<file path="config.mk">
export PLATFORM = sky130hd
export DESIGN_NAME = framebuffer_writer
export DESIGN_NICKNAME = d
export VERILOG_FILES = /design/src/rtl/framebuffer_writer.sv
export SDC_FILE = /design/constraint.sdc
export NUM_CORES = 1
export LEC_CHECK = 0
export CAP_MARGIN = 20
export CELL_PAD_IN_SITES_DETAIL_PLACEMENT = 2
export CELL_PAD_IN_SITES_GLOBAL_PLACEMENT = 2
export CORE_MARGIN = 3
export CORE_UTILIZATION = 38
export CTS_CLUSTER_DIAMETER = 120
export CTS_CLUSTER_SIZE = 16
export DETAILED_ROUTE_END_ITERATION = 7
export PLACE_DENSITY = 0.91
export SYNTH_ARGS = -nofsm -noshare
export SYNTH_HDL_FRONTEND = slang
export SYNTH_SLANG_ARGS = --single-unit
</file>
<file path="constraint.sdc">
create_clock -name clk_in -period 4 [get_ports clk_in]
set_input_delay 1 -clock clk_in [delete_from_list [all_inputs] [get_ports clk_in]]
set_output_delay 1 -clock clk_in [all_outputs]
set_load 0.005 [all_outputs]
</file>
<file path="src/rtl/framebuffer_writer.sv">
// UART byte-stream to framebuffer writer: parses full-frame and windowed
// write commands and streams payload bytes into a 4 KiB byte RAM.
module framebuffer_writer #(
  parameter int TIMEOUT_CYCLES = 53200,
  parameter int TIMEOUT_WIDTH  = 16
) (
  input  logic        clk_in,
  input  logic        reset,
  input  logic [7:0]  rx_data,
  input  logic        rx_valid,
  output logic [11:0] ram_addr,
  output logic [7:0]  ram_data,
  output logic        ram_wr,
  output logic        busy,
  output logic        frame_done,
  output logic        error
);

  localparam logic [2:0] IDLE    = 3'd0;
  localparam logic [2:0] ADDR_HI = 3'd1;
  localparam logic [2:0] ADDR_LO = 3'd2;
  localparam logic [2:0] LEN_HI  = 3'd3;
  localparam logic [2:0] LEN_LO  = 3'd4;
  localparam logic [2:0] DATA    = 3'd5;

  localparam logic [TIMEOUT_WIDTH-1:0] TIMER_LAST =
    TIMEOUT_WIDTH'(TIMEOUT_CYCLES - 1);

  logic [2:0]               state;
  logic [11:0]              addr;
  logic [12:0]              remaining;
  logic [3:0]               len_hi;
  logic [TIMEOUT_WIDTH-1:0] timer;
  logic [11:0]              len;

  assign len = {len_hi, rx_data};

  always_ff @(posedge clk_in or negedge reset) begin
    if (!reset) begin
      state      <= IDLE;
      addr       <= '0;
      remaining  <= '0;
      len_hi     <= '0;
      timer      <= '0;
      ram_addr   <= '0;
      ram_data   <= '0;
      ram_wr     <= 1'b0;
      busy       <= 1'b0;
      frame_done <= 1'b0;
      error      <= 1'b0;
    end else begin
      ram_wr     <= 1'b0;
      frame_done <= 1'b0;
      error      <= 1'b0;
      // An arriving byte always beats a timeout landing on the same edge.
      if (rx_valid) begin
        timer <= '0;
        case (state)
          IDLE: begin
            if (rx_data == 8'h01) begin
              addr      <= '0;
              remaining <= 13'd4096;
              state     <= DATA;
              busy      <= 1'b1;
            end else if (rx_data == 8'h02) begin
              state <= ADDR_HI;
              busy  <= 1'b1;
            end
          end
          ADDR_HI: begin
            addr[11:8] <= rx_data[3:0];
            state      <= ADDR_LO;
          end
          ADDR_LO: begin
            addr[7:0] <= rx_data;
            state     <= LEN_HI;
          end
          LEN_HI: begin
            len_hi <= rx_data[3:0];
            state  <= LEN_LO;
          end
          LEN_LO: begin
            // A zero length encodes a full 4096-byte window.
            remaining <= (len == 12'd0) ? 13'd4096 : {1'b0, len};
            state     <= DATA;
          end
          DATA: begin
            ram_wr    <= 1'b1;
            ram_addr  <= addr;
            ram_data  <= rx_data;
            addr      <= addr + 12'd1;
            remaining <= remaining - 13'd1;
            if (remaining == 13'd1) begin
              frame_done <= 1'b1;
              state      <= IDLE;
              busy       <= 1'b0;
            end
          end
          default: begin
            state <= IDLE;
            busy  <= 1'b0;
          end
        endcase
      end else if (state != IDLE) begin
        if (timer == TIMER_LAST) begin
          error <= 1'b1;
          state <= IDLE;
          busy  <= 1'b0;
          timer <= '0;
        end else begin
          timer <= timer + 1'b1;
        end
      end
    end
  end

endmodule

</file>
After elaboration in Yosys (flattened, before gate mapping) --
Index checks and enable logic that the tools add are counted.
Storage, ports and cells: bits in registers 72, input port bits 11, output and inout bits 24, word-level logic and storage cells 75
Cells by class: add/sub/neg operators 3, eq/ne operators 13, multiplexer cells 31, reduce and logical (&&, ||, !) cells 16
Operators by type and width (count):
- 2-to-1 mux 16 bit | 3
- one-hot mux 13 bit (3 select lines) | 1
- 2-to-1 mux 13 bit | 2
- one-hot mux 8 bit (3 select lines) | 1
- 2-to-1 mux 3 bit | 6
- one-hot mux 3 bit (6 select lines) | 1
- adder 16 x 1 -> 16 bit (second input constant) | 1
- == test 16 bit (second input constant) | 1
- 2-to-1 mux 1 bit | 14
- == test 13 x 1 -> 1 bit (second input constant) | 1
- subtractor 13 x 1 -> 13 bit (second input constant) | 1
- adder 12 x 1 -> 12 bit (second input constant) | 1
- zero test 12 bit | 1
- 2-to-1 mux 12 bit | 1
- one-hot mux 4 bit (3 select lines) | 1
- nonzero test 3 bit | 4
- AND reduction 3 bit | 3
- == test 8 x 1 -> 1 bit (second input constant) | 1
- == test 8 x 2 -> 1 bit (second input constant) | 1
- == test 3 x 2 -> 1 bit (second input constant) | 2
- == test 3 bit (second input constant) | 2
- AND reduction 5 bit | 1
- inequality test 2 bit (second input constant) | 2
- inequality test 4 bit (second input constant) | 1
- other kinds (8) | 10

Logic depth before layout (Yosys ltp) --
Gate-level depths: netlist (run 1).
depth in word-level cells 5, gate-level depth with buffers 8, gate-level depth less buffers 7

Worst setup path after synthesis (run 1) --
OpenSTA, ideal clock, no wires.
kind in2reg, start point input port rx_data[2], end point register remaining[2], setup time 0.126 ns, arrival 2.178 ns, data required time 3.874 ns, slack 1.696 ns, cell stages on the path 5, buffers on the path 1, path through nor4_4 > and4b_4 > a31oi_4 > buf_6 > a221o_1
On the way: longest elaborated chain between the ends 3, elaborated cells on any way between the ends 6, classes of those cells 2 x eq/ne; 2 x mux; 2 x reduce/logical
Ends and longest elaborated chain:
- start: declaration | line 9 | input logic [7:0] rx_data,
- zero test 12 bit / == test 8 x 1 -> 1 bit (equally long branches) | line 84, 60
- 2-to-1 mux 13 bit / inequality test 2 bit (equally long branches)
- one-hot mux 13 bit (3 select lines) / AND reduction 3 bit (equally long branches)
- end signal: assignment | line 84 | remaining <= (len == 12'd0) ? 13'd4096 : {1'b0, len};
- end signal: assignment | line 92 | remaining <= remaining - 13'd1;
- end: declaration | line 31 | logic [12:0] remaining;
Several ways; a longest one is shown, not always the timed one. A chain may end at the register's enable or synchronous reset.

Worst setup path in the final report (run 1) --
start point input port rx_valid, end point register timer[11]
On the way: longest elaborated chain between the ends 1, elaborated cells on any way between the ends 2, classes of those cells 1 x mux; 1 x reduce/logical
Ends and longest elaborated chain:
- start: declaration | line 10 | input logic rx_valid,
- 2-to-1 mux 16 bit / nonzero test 2 bit (equally long branches)
- end signal: assignment | line 111 | timer <= timer + 1'b1;
- end: declaration | line 33 | logic [TIMEOUT_WIDTH-1:0] timer;
Several ways; a longest one is shown, not always the timed one.

==> impl_metrics.py, run 1 <==
metrics = {
    "outcome": {
        "outcome": "completed",
    },
    "logic_synthesis": {
        "synth-seq-area-share_pct": 47.2,
        "synth_area_per_cell_um2": 8.78,
        "ys.flop_type": "dfrtp_1",
        "syn-cell-area_mm2": 0.00382,
        "synth-async-reset-ratio_pct": 100,
        "ys_ff_latch": 72,
        "yosysWarnings": 0,
        "yosysUniqueCellTypes": 53,
        "synthCells": 435,
        "syn-num-nets": 450,
        "synth_edf_count": 0,
    },
    "place": {
        "place_congestion": 0.807,
        "numPortBuffers": 34,
        "dp_hpwl_um": 8470,
    },
    "timing": {
        "setup_viol": 0,
        "period_share_pct": 73.1,
        "fin_crit_ns": 2.92,
        "slew_headroom_pct": 37.1,
        "timing.setup.tns_ns": 0,
        "tightest_slew_ns": 0.943,
        "slew_violations": 0,
        "rsz0062_at_grt": "false",
        "skew_ns": 0.0117,
        "fmax_mhz": 342,
        "hold_viol": 0,
    },
    "layout": {
        "final_common_cell": "nand2_1",
        "register_area_mm2": 0.00180,
        "layout-drive-gt1-share_pct": 7.92,
        "layout.nets": 477,
        "syn_to_final_growth_pct": 16.8,
        "multiInputGateArea_mm2": 0.00185,
        "layout_common_cells": "86 x nand2_1, 72 x dfrtp_1, 37 x nor2_1, 37 x o21ai_0, 33 x clkdlybuf4s50_1",
        "postLayoutCoreUtil_pct": 47.0,
        "fillers": 1035,
        "diodes": 0,
    },
    "critical_path": {
        "critPathSlowestCell": "clkdlybuf4s50_1",
        "worst-setup-path-type": "input pin to flop",
        "crit_family": "buffers and inverters",
        "r2r_cells": 6,
        "cp-end-kind": "flop",
        "crit_arrival_ns": 3.19,
        "path_buf_inv": 2,
        "cp_max_fo": 19,
        "crit_chain": "clkdlybuf4s50_1 -> buf_4 -> or4_4 -> nor3b_2 -> nor3b_1 -> mux2i_1 -> o22ai_1",
        "r2r_slack_ns": 1.36,
        "r2r-end": "timer[11]$_DFFE_PN0N_",
        "required_ns": 4.26,
        "rr_startpoint": "timer[0]$_DFFE_PN0N_",
        "startpoint_type": "input pin",
        "max_stage_delay_ns": 0.65,
    },
    "power_and_ir_drop": {
        "p_leak_nw": 1.90,
        "ir_drop_mv": 0.178,
        "power_mw": 2.85,
        "power.density_mw_per_mm2": 639,
    },
    "drt": {
        "vias": 3459,
        "drtAntennaViolNets": 0,
        "vias_per_cell": 5.80,
        "wl_um": 12600,
        "dr.pass1.iters": 4,
        "wl_per_cell_um": 21.1,
        "drt_iter0_drc": 179,
        "drcViolationCount": 0,
    },
    "floorplanning": {
        "io-pin-count": 35,
        "initial_core_util_pct": 40.2,
        "rows": 35,
        "core_mm2": 0.00950,
        "chipWidth_um": 106,
        "die_h_um": 106,
        "dieArea_mm2": 0.0113,
    },
    "global_routing": {
        "grt-ovfl-total": 0,
        "grt_pass1_wl_um": 20800,
        "grt_pass1_vias": 3876,
        "antenna_found_initial": 0,
        "grt_max_degree": 73,
        "grtUsageTotal_pct": 23.3,
    },
    "clock_network": {
        "clkTransAtPathRegs_ns": 0.09,
        "htreeDepth": 3,
        "cts_made_buffers": 9,
        "cts_resized": 0,
        "postCtsSetupBuffers": 0,
        "clk_path_buf_depth": 2,
        "clk_latency_ns": 0.36,
        "cts_hold_buffers": 0,
        "cts_tree": "built",
        "cts.sinks": 72,
        "cts-root-buf": "clkbuf_8",
    },
    "worst_hold_path": {
        "min_to": "ram_addr[8]$_DFFE_PN0P_",
        "hp-class": "flop to flop",
        "min_delay_path_depth": 2,
        "hp-start": "ram_addr[8]$_DFFE_PN0P_",
    },
    "job": {
        "maxCapViolations": 0,
    },
}
## power by group
group	total, mW	switching [mW]	leakage [nW]	internal, mW
Sequential	1.21	0.264	0.960	0.950
Combinational	1.01	0.587	0.831	0.426
Clock	0.625	0.300	0.107	0.324
## tightest hold or removal path, delay by kind of cell (launching register included)
kind	cells	cell delay, ns
simple gates	2	0.11
flops	1	0.35
## routing by layer
layer,vias up,GRT usage [%],share of wire [%]
met5,-,0,0
met2,48,42.5,52
li1,1588,-,-
met3,19,2.79,2.1
met1,1804,28.6,44
met4,0,7.22,1.7
## flip-flops by register name, indices dropped and copies added (netlist names)
name / count
ram_addr: 12
remaining: 13
ram_data: 8
len_hi: 4
frame_done: 1
ram_wr: 1
error: 1
busy: 1
addr: 12
state: 3
timer: 16
## final cells by class
class                   count  share of cell area, %
clock buffers              12                   3.48
clock inverters             4                   1.18
inverters                  13                   1.09
multi-input cells         325                   41.5
flip-flops and latches     72                   40.4
well taps                 129                   3.62
repair buffers             41                   8.75
## cells by family (layout without fill, tap and decap cells)
group                      Yosys count  after routing  synth area share [%]
xor gates and xnor gates            12             12                  2.75
and+or+nand+nor                    199            199                  25.4
muxes                                9              9                  2.52
DFF                                 72             72                  47.2
AOI/OAI and AO/OA                  101            101                  16.5
buffers and inverters               38             70                  4.36
adders and majority gates            4              4                  1.31
## Yosys cell counts, types with 2 or more instances
library cell   n  area, um^2
o31ai_1        2        15.0
nand4_1        8        50.1
dfrtp_1       72        1800
nand2b_1       2        12.5
a21o_1         2        15.0
nand3_1       17        85.1
nor3b_1        6        45.0
o21ai_0       37         185
a31oi_1        9        56.3
nor2_1        37         139
and4_1         3        26.3
and3_1         4        25.0
a32oi_1        3        26.3
a41oi_1        2        17.5
mux2i_1        4        40.0
a21oi_1       22         110
buf_6          2        22.5
a22oi_1        2        15.0
clkbuf_1      11        41.3
xnor2_1        3        26.3
ha_1           4        50.1
o211ai_1       4        30.0
mux2_2         5        56.3
xor2_1         9        78.8
buf_1          5        18.8
and2_1         3        18.8
nor4_1         7        43.8
o311ai_0       3        26.3
nor2b_1        8        50.1
o22ai_1        2        12.5
nand2_1       86         323
a22o_1         2        17.5
nor3_1         8        40.0
inv_1         13        48.8
buf_2          6        30.0
o21ai_1        5        25.0
## through the flow
stage	setup slack, ns	instance area, um^2	std cells	hold WS, ns
6_report	1.08	4460	596	0.490
3_5_place_dp	0.694	4250	580	0.478
4_1_cts	1.06	4460	596	0.499
2_1_floorplan	1.70	3820	435	0.449
3_3_place_gp	0.867	4250	580	0.458
5_1_grt	0.918	4460	596	0.516
## worst max path at each step
| stage | start | cells past startpoint | endpoint |
|---|---|---|---|
| global route | rx_valid | 7 | timer[11]$_DFFE_PN0N_ |
| detailed placement | rx_valid | 7 | timer[11]$_DFFE_PN0N_ |
| floorplan | rx_data[2] | 5 | remaining[2]$_DFFE_PN0P_ |
| global placement | rx_valid | 7 | timer[11]$_DFFE_PN0N_ |
| finish | rx_valid | 7 | timer[11]$_DFFE_PN0N_ |
| CTS | rx_valid | 7 | timer[11]$_DFFE_PN0N_ |
(Power assumes the default switching activity.)
==> run 2, diff against run 1 <==
--- a/config.mk
+++ b/config.mk
@@ -9,11 +9,11 @@
 export CELL_PAD_IN_SITES_DETAIL_PLACEMENT = 2
 export CELL_PAD_IN_SITES_GLOBAL_PLACEMENT = 2
 export CORE_MARGIN = 3
-export CORE_UTILIZATION = 38
+export CORE_UTILIZATION = 35
 export CTS_CLUSTER_DIAMETER = 120
 export CTS_CLUSTER_SIZE = 16
 export DETAILED_ROUTE_END_ITERATION = 7
-export PLACE_DENSITY = 0.91
+export PLACE_DENSITY = 0.86
 export SYNTH_ARGS = -nofsm -noshare
 export SYNTH_HDL_FRONTEND = slang
 export SYNTH_SLANG_ARGS = --single-unit
==> constraint.sdc (replaced) <==
create_clock -name clk_in -period 3.1 [get_ports clk_in]
set_input_delay 0.775 -clock clk_in [delete_from_list [all_inputs] [get_ports clk_in]]
set_output_delay 0.775 -clock clk_in [all_outputs]
set_load 0.005 [all_outputs]
==> run 2 against run 1 <==
Setup slack worse by 0.64 ns. Via count up 0.61%. Sequential share of layout area down 0.90 points. Hold slack worse by 0.13 ns. Critical path depth down 1. Routed wire length up 7.4%. Flip-flop and latch count unchanged. Final area up 2.3%. Clock skew down 0.0029 ns.
==> impl_metrics.py, run 2 (same netlist as run 1, synthesis figures left out) <==
metrics = {
    "outcome": {
        "outcome": "completed",
    },
    "critical_path": {
        "worst-setup-path-type": "input pin to flop",
        "cp_max_fo": 13,
        "startpoint_type": "input pin",
        "crit_arrival_ns": 2.94,
        "required_ns": 3.37,
        "cp-end-kind": "flop",
    },
    "drt": {
        "drtAntennaViolNets": 0,
        "dr.pass1.iters": 4,
        "wl_per_cell_um": 22.2,
        "vias": 3480,
        "vias_per_cell": 5.71,
        "wl_um": 13500,
        "drcViolationCount": 0,
        "drt_iter0_drc": 156,
    },
    "place": {
        "dpl_cell_area_mm2": 0.00432,
        "place_congestion": 0.816,
        "dp_hpwl_um": 9130,
        "numPortBuffers": 34,
    },
    "global_routing": {
        "grtUsageTotal_pct": 23.0,
        "grt-ovfl-total": 0,
        "grt_pass1_vias": 3958,
        "grt_pass1_wl_um": 22500,
        "antenna_found_initial": 0,
        "grt_max_degree": 41,
    },
    "floorplanning": {
        "io-pin-count": 35,
        "initial_core_util_pct": 36.5,
        "chipWidth_um": 110,
        "die_h_um": 110,
        "dieArea_mm2": 0.0122,
        "rows": 37,
        "core_mm2": 0.0105,
    },
    "layout": {
        "largest_register": "timer",
        "layout_common_cells": "86 x nand2_1, 72 x dfrtp_1, 37 x nor2_1, 37 x o21ai_0, 33 x clkdlybuf4s50_1",
        "syn_to_final_growth_pct": 19.5,
        "fillers": 1168,
        "design_area_mm2": 0.00456,
        "final_common_cell": "nand2_1",
        "largest_register_ffs": 16,
        "reg_top3": "timer (16), remaining (13)",
        "diodes": 0,
        "layout.nets": 483,
        "layout-drive-gt1-share_pct": 9.09,
    },
    "timing": {
        "setup_viol": 0,
        "fin_crit_ns": 2.67,
        "slew_headroom_pct": 37.4,
        "period_share_pct": 86.0,
        "hold_viol": 0,
        "rsz0062_at_grt": "false",
        "slew_violations": 0,
        "tightest_slew_ns": 0.939,
        "fmax_mhz": 375,
        "timing.setup.tns_ns": 0,
        "skew_ns": 0.00880,
    },
    "clock_network": {
        "postCtsSetupBuffers": 0,
        "clkTransAtPathRegs_ns": 0.09,
        "cts_resized": 0,
        "cts_tree": "built",
        "cts_hold_buffers": 0,
        "cts.sinks": 72,
        "cts_made_buffers": 9,
        "htreeDepth": 3,
        "clk_latency_ns": 0.36,
        "clk_path_buf_depth": 2,
        "cts-root-buf": "clkbuf_8",
    },
    "worst_hold_path": {
        "hp-class": "input pin to asynchronous set/reset pin",
    },
    "job": {
        "maxCapViolations": 0,
    },
    "power_and_ir_drop": {
        "ir_drop_mv": 0.276,
        "p_leak_nw": 1.94,
        "power.density_mw_per_mm2": 843,
    },
}
==> run 2: worst max-delay path, stage by stage <==
cell             delay (ns)
clkdlybuf4s50_1        0.62
nor4_4                 0.09
and4b_4                0.22
a311oi_2               0.83
o21ai_0                0.25
o21ai_0                0.15
==> run 2: routing by layer <==
layer  wire (um)  part of all wire, %  track usage [%]
met5           0                    0                0
met4         454                  3.4             9.44
met3         452                  3.3             4.33
met2        7030                   52             40.3
met1        5600                   41             27.6
==> run 2: final timing paths <==
check,start,to,slack [ns],cells after the start
max in group asynchronous,reset,ram_data[1]$_DFFE_PN0P_,2.15,2
min in group clk_in,ram_addr[6]$_DFFE_PN0P_,ram_addr[6]$_DFFE_PN0P_,0.49,2
max,rx_data[5],addr[6]$_DFFE_PN0P_,0.43,6
min reg2reg,ram_addr[6]$_DFFE_PN0P_,ram_addr[6]$_DFFE_PN0P_,0.49,2
min,reset,remaining[9]$_DFFE_PN0P_,0.36,1
max reg2reg,timer[0]$_DFFE_PN0N_,busy$_DFFE_PN0P_,0.66,6
==> run 2: report_power, final <==
group	switching (mW)	internal (mW)
logic	0.786	0.553
clock network	0.410	0.541
registers	0.333	1.23
==> run 2: layout make-up <==
cell class	count	area (um^2)	share of cell area [%]
Clock buffer	10	128	2.80
Timing Repair Buffer	47	448	9.82
Multi-Input combinational cell	325	1850	40.6
Clock inverter	6	115	2.52
Inverter	13	48.8	1.07
Sequential cell	72	1800	39.5
Tap cell	136	170	3.73
==> run 2: metrics by stage <==
stage	util, %	power, mW	cells	hold WS (ns)	setup slack, ns
after CTS	43.6	3.87	609	0.367	0.441
after detailed placement	41.3	2.87	593	0.472	0.218
after floorplan	-	2.26	435	0.449	1.02
after global placement	41.3	2.74	593	0.458	0.309
after global routing	43.6	4.11	609	0.395	0.256
final	43.6	3.85	609	0.360	0.434
==> run 3, diff against run 2 <==
--- a/config.mk
+++ b/config.mk
@@ -13,6 +13,7 @@
 export CTS_CLUSTER_DIAMETER = 120
 export CTS_CLUSTER_SIZE = 16
 export DETAILED_ROUTE_END_ITERATION = 7
+export MAX_ROUTING_LAYER = met4
 export PLACE_DENSITY = 0.86
 export SYNTH_ARGS = -nofsm -noshare
 export SYNTH_HDL_FRONTEND = slang
==> run 3 against run 2 <==
Core utilization is the same. Cell count is the same. Die area is the same.
==> impl_metrics.py, run 3 (same netlist as run 1, synthesis figures left out) <==
metrics = {
    "layout": {
        "final_common_cell": "nand2_1",
        "layout.nets": 483,
        "diodes": 0,
        "syn_to_final_growth_pct": 19.5,
        "largest_register_ffs": 16,
        "layout_common_cells": "86 x nand2_1, 72 x dfrtp_1, 37 x nor2_1, 37 x o21ai_0, 33 x clkdlybuf4s50_1",
        "reg_top3": "timer (16), remaining (13)",
        "layout-drive-gt1-share_pct": 9.09,
        "largest_register": "timer",
    },
    "timing": {
        "setup_viol": 0,
        "setup_ws_ns": 0.425,
        "rsz0062_at_grt": "false",
        "fmax_mhz": 374,
        "hold_viol": 0,
        "skew_ns": 0.00909,
        "whs_ns": 0.357,
        "slew_headroom_pct": 37.7,
        "tightest_slew_ns": 0.934,
        "period_share_pct": 86.3,
        "timing.setup.tns_ns": 0,
        "fin_crit_ns": 2.67,
        "slew_violations": 0,
    },
    "critical_path": {
        "crit_path_end": "addr[6]$_DFFE_PN0P_",
        "startpoint_type": "input pin",
        "startpoint": "rx_data[5]",
        "r2r_slack_ns": 0.66,
        "r2r-end": "busy$_DFFE_PN0P_",
        "cp-end-kind": "flop",
        "required_ns": 3.36,
        "worst-setup-path-type": "input pin to flop",
        "rr_startpoint": "timer[0]$_DFFE_PN0N_",
        "r2r_cells": 6,
        "crit_arrival_ns": 2.94,
        "cp_max_fo": 13,
    },
    "drt": {
        "dr.pass1.iters": 4,
        "wl_um": 13500,
        "drt_iter0_drc": 181,
        "vias_per_cell": 5.73,
        "vias": 3487,
        "drtAntennaViolNets": 0,
        "drcViolationCount": 0,
        "wl_per_cell_um": 22.2,
    },
    "clock_network": {
        "cts_made_buffers": 9,
        "postCtsSetupBuffers": 0,
        "cts_hold_buffers": 0,
        "clk_path_buf_depth": 2,
        "htreeDepth": 3,
        "cts_tree": "built",
        "cts_resized": 0,
        "clk_latency_ns": 0.36,
        "cts.sinks": 72,
        "cts-root-buf": "clkbuf_8",
        "clkTransAtPathRegs_ns": 0.09,
    },
    "worst_hold_path": {
        "hp-class": "input pin to asynchronous set/reset pin",
    },
    "global_routing": {
        "grtUsageTotal_pct": 23.6,
        "antenna_found_initial": 0,
        "grt_pass1_wl_um": 22500,
        "grt_max_degree": 41,
        "grt-ovfl-total": 0,
        "grt_pass1_vias": 3960,
    },
    "power_and_ir_drop": {
        "power.density_mw_per_mm2": 843,
        "switching_share_pct": 39.7,
        "seqPwrFrac_pct": 40.6,
        "cell_internal_pwr_mw": 2.32,
        "p_comb_share_pct": 34.9,
        "p_leak_nw": 1.94,
        "p_switching_mw": 1.53,
        "p_clk_share_pct": 24.6,
        "ir_drop_mv": 0.274,
    },
    "place": {
        "dp_hpwl_um": 9130,
        "dp_slack_ns": 0.218,
        "numPortBuffers": 34,
        "place_congestion": 0.828,
    },
    "floorplanning": {
        "io-pin-count": 35,
        "chipWidth_um": 110,
        "core_mm2": 0.0105,
        "dieArea_mm2": 0.0122,
        "initial_core_util_pct": 36.5,
        "rows": 37,
        "die_h_um": 110,
    },
    "job": {
        "maxCapViolations": 0,
    },
    "outcome": {
        "outcome": "completed",
    },
}
run 3: cell counts in the layout (fill, tap and decap cells not counted):
Identical to the previous run, type by type.
run 3: critical path, cell delays in order:
cell and delay [ns]:
clkdlybuf4s50_1 0.62, nor4_4 0.09, and4b_4 0.22, a311oi_2 0.83, o21ai_0 0.25, o21ai_0 0.15
run 3: stage by stage:
| step | area (um^2) | utilization (%) | power [mW] | std cells |
|---|---|---|---|---|
| 5_1_grt | 4560 | 43.6 | 4.11 | 609 |
| 3_3_place_gp | 4320 | 41.3 | 2.74 | 593 |
| 4_1_cts | 4560 | 43.6 | 3.87 | 609 |
| 2_1_floorplan | 3820 | - | 2.26 | 435 |
| 6_report | 4560 | 43.6 | 3.85 | 609 |
| 3_5_place_dp | 4320 | 41.3 | 2.87 | 593 |
run 3: power by group through the flow:
stage	Combinational, mW	Sequential [mW]	Clock, mW
after CTS	1.35	1.55	0.965
final	1.34	1.56	0.945
after global placement	1.22	1.52	0
after global routing	1.49	1.62	0.999
after floorplan	0.827	1.44	0
after detailed placement	1.31	1.56	0
run 3: how the worst min path moves through the flow:
| stage | from | to |
|---|---|---|
| 2_1_floorplan | addr[11]$_DFFE_PN0P_ | ram_addr[11]$_DFFE_PN0P_ |
| 3_3_place_gp | ram_addr[7]$_DFFE_PN0P_ | ram_addr[7]$_DFFE_PN0P_ |
| 3_5_place_dp | ram_addr[9]$_DFFE_PN0P_ | ram_addr[9]$_DFFE_PN0P_ |
| 4_1_cts | reset | remaining[1]$_DFFE_PN0P_ |
| 5_1_grt | reset | remaining[1]$_DFFE_PN0P_ |
| 6_report | reset | remaining[1]$_DFFE_PN0P_ |
run 3: per-layer routing:
metal	vias up	wire length, um	GRT usage [%]
met5	-	0	-
met4	0	444	9.44
li1	1593	-	-
met2	66	7050	40.1
met3	35	433	4.33
met1	1793	5620	27.8
run 3: area by class of cell:
type / instances / area (um^2)
clock buffers: 10 / 128
repair buffers: 47 / 448
multi-input cells: 325 / 1850
clock inverters: 6 / 115
well taps: 136 / 170
fillers: 1168 / 5900
inverters: 13 / 48.8
flip-flops and latches: 72 / 1800
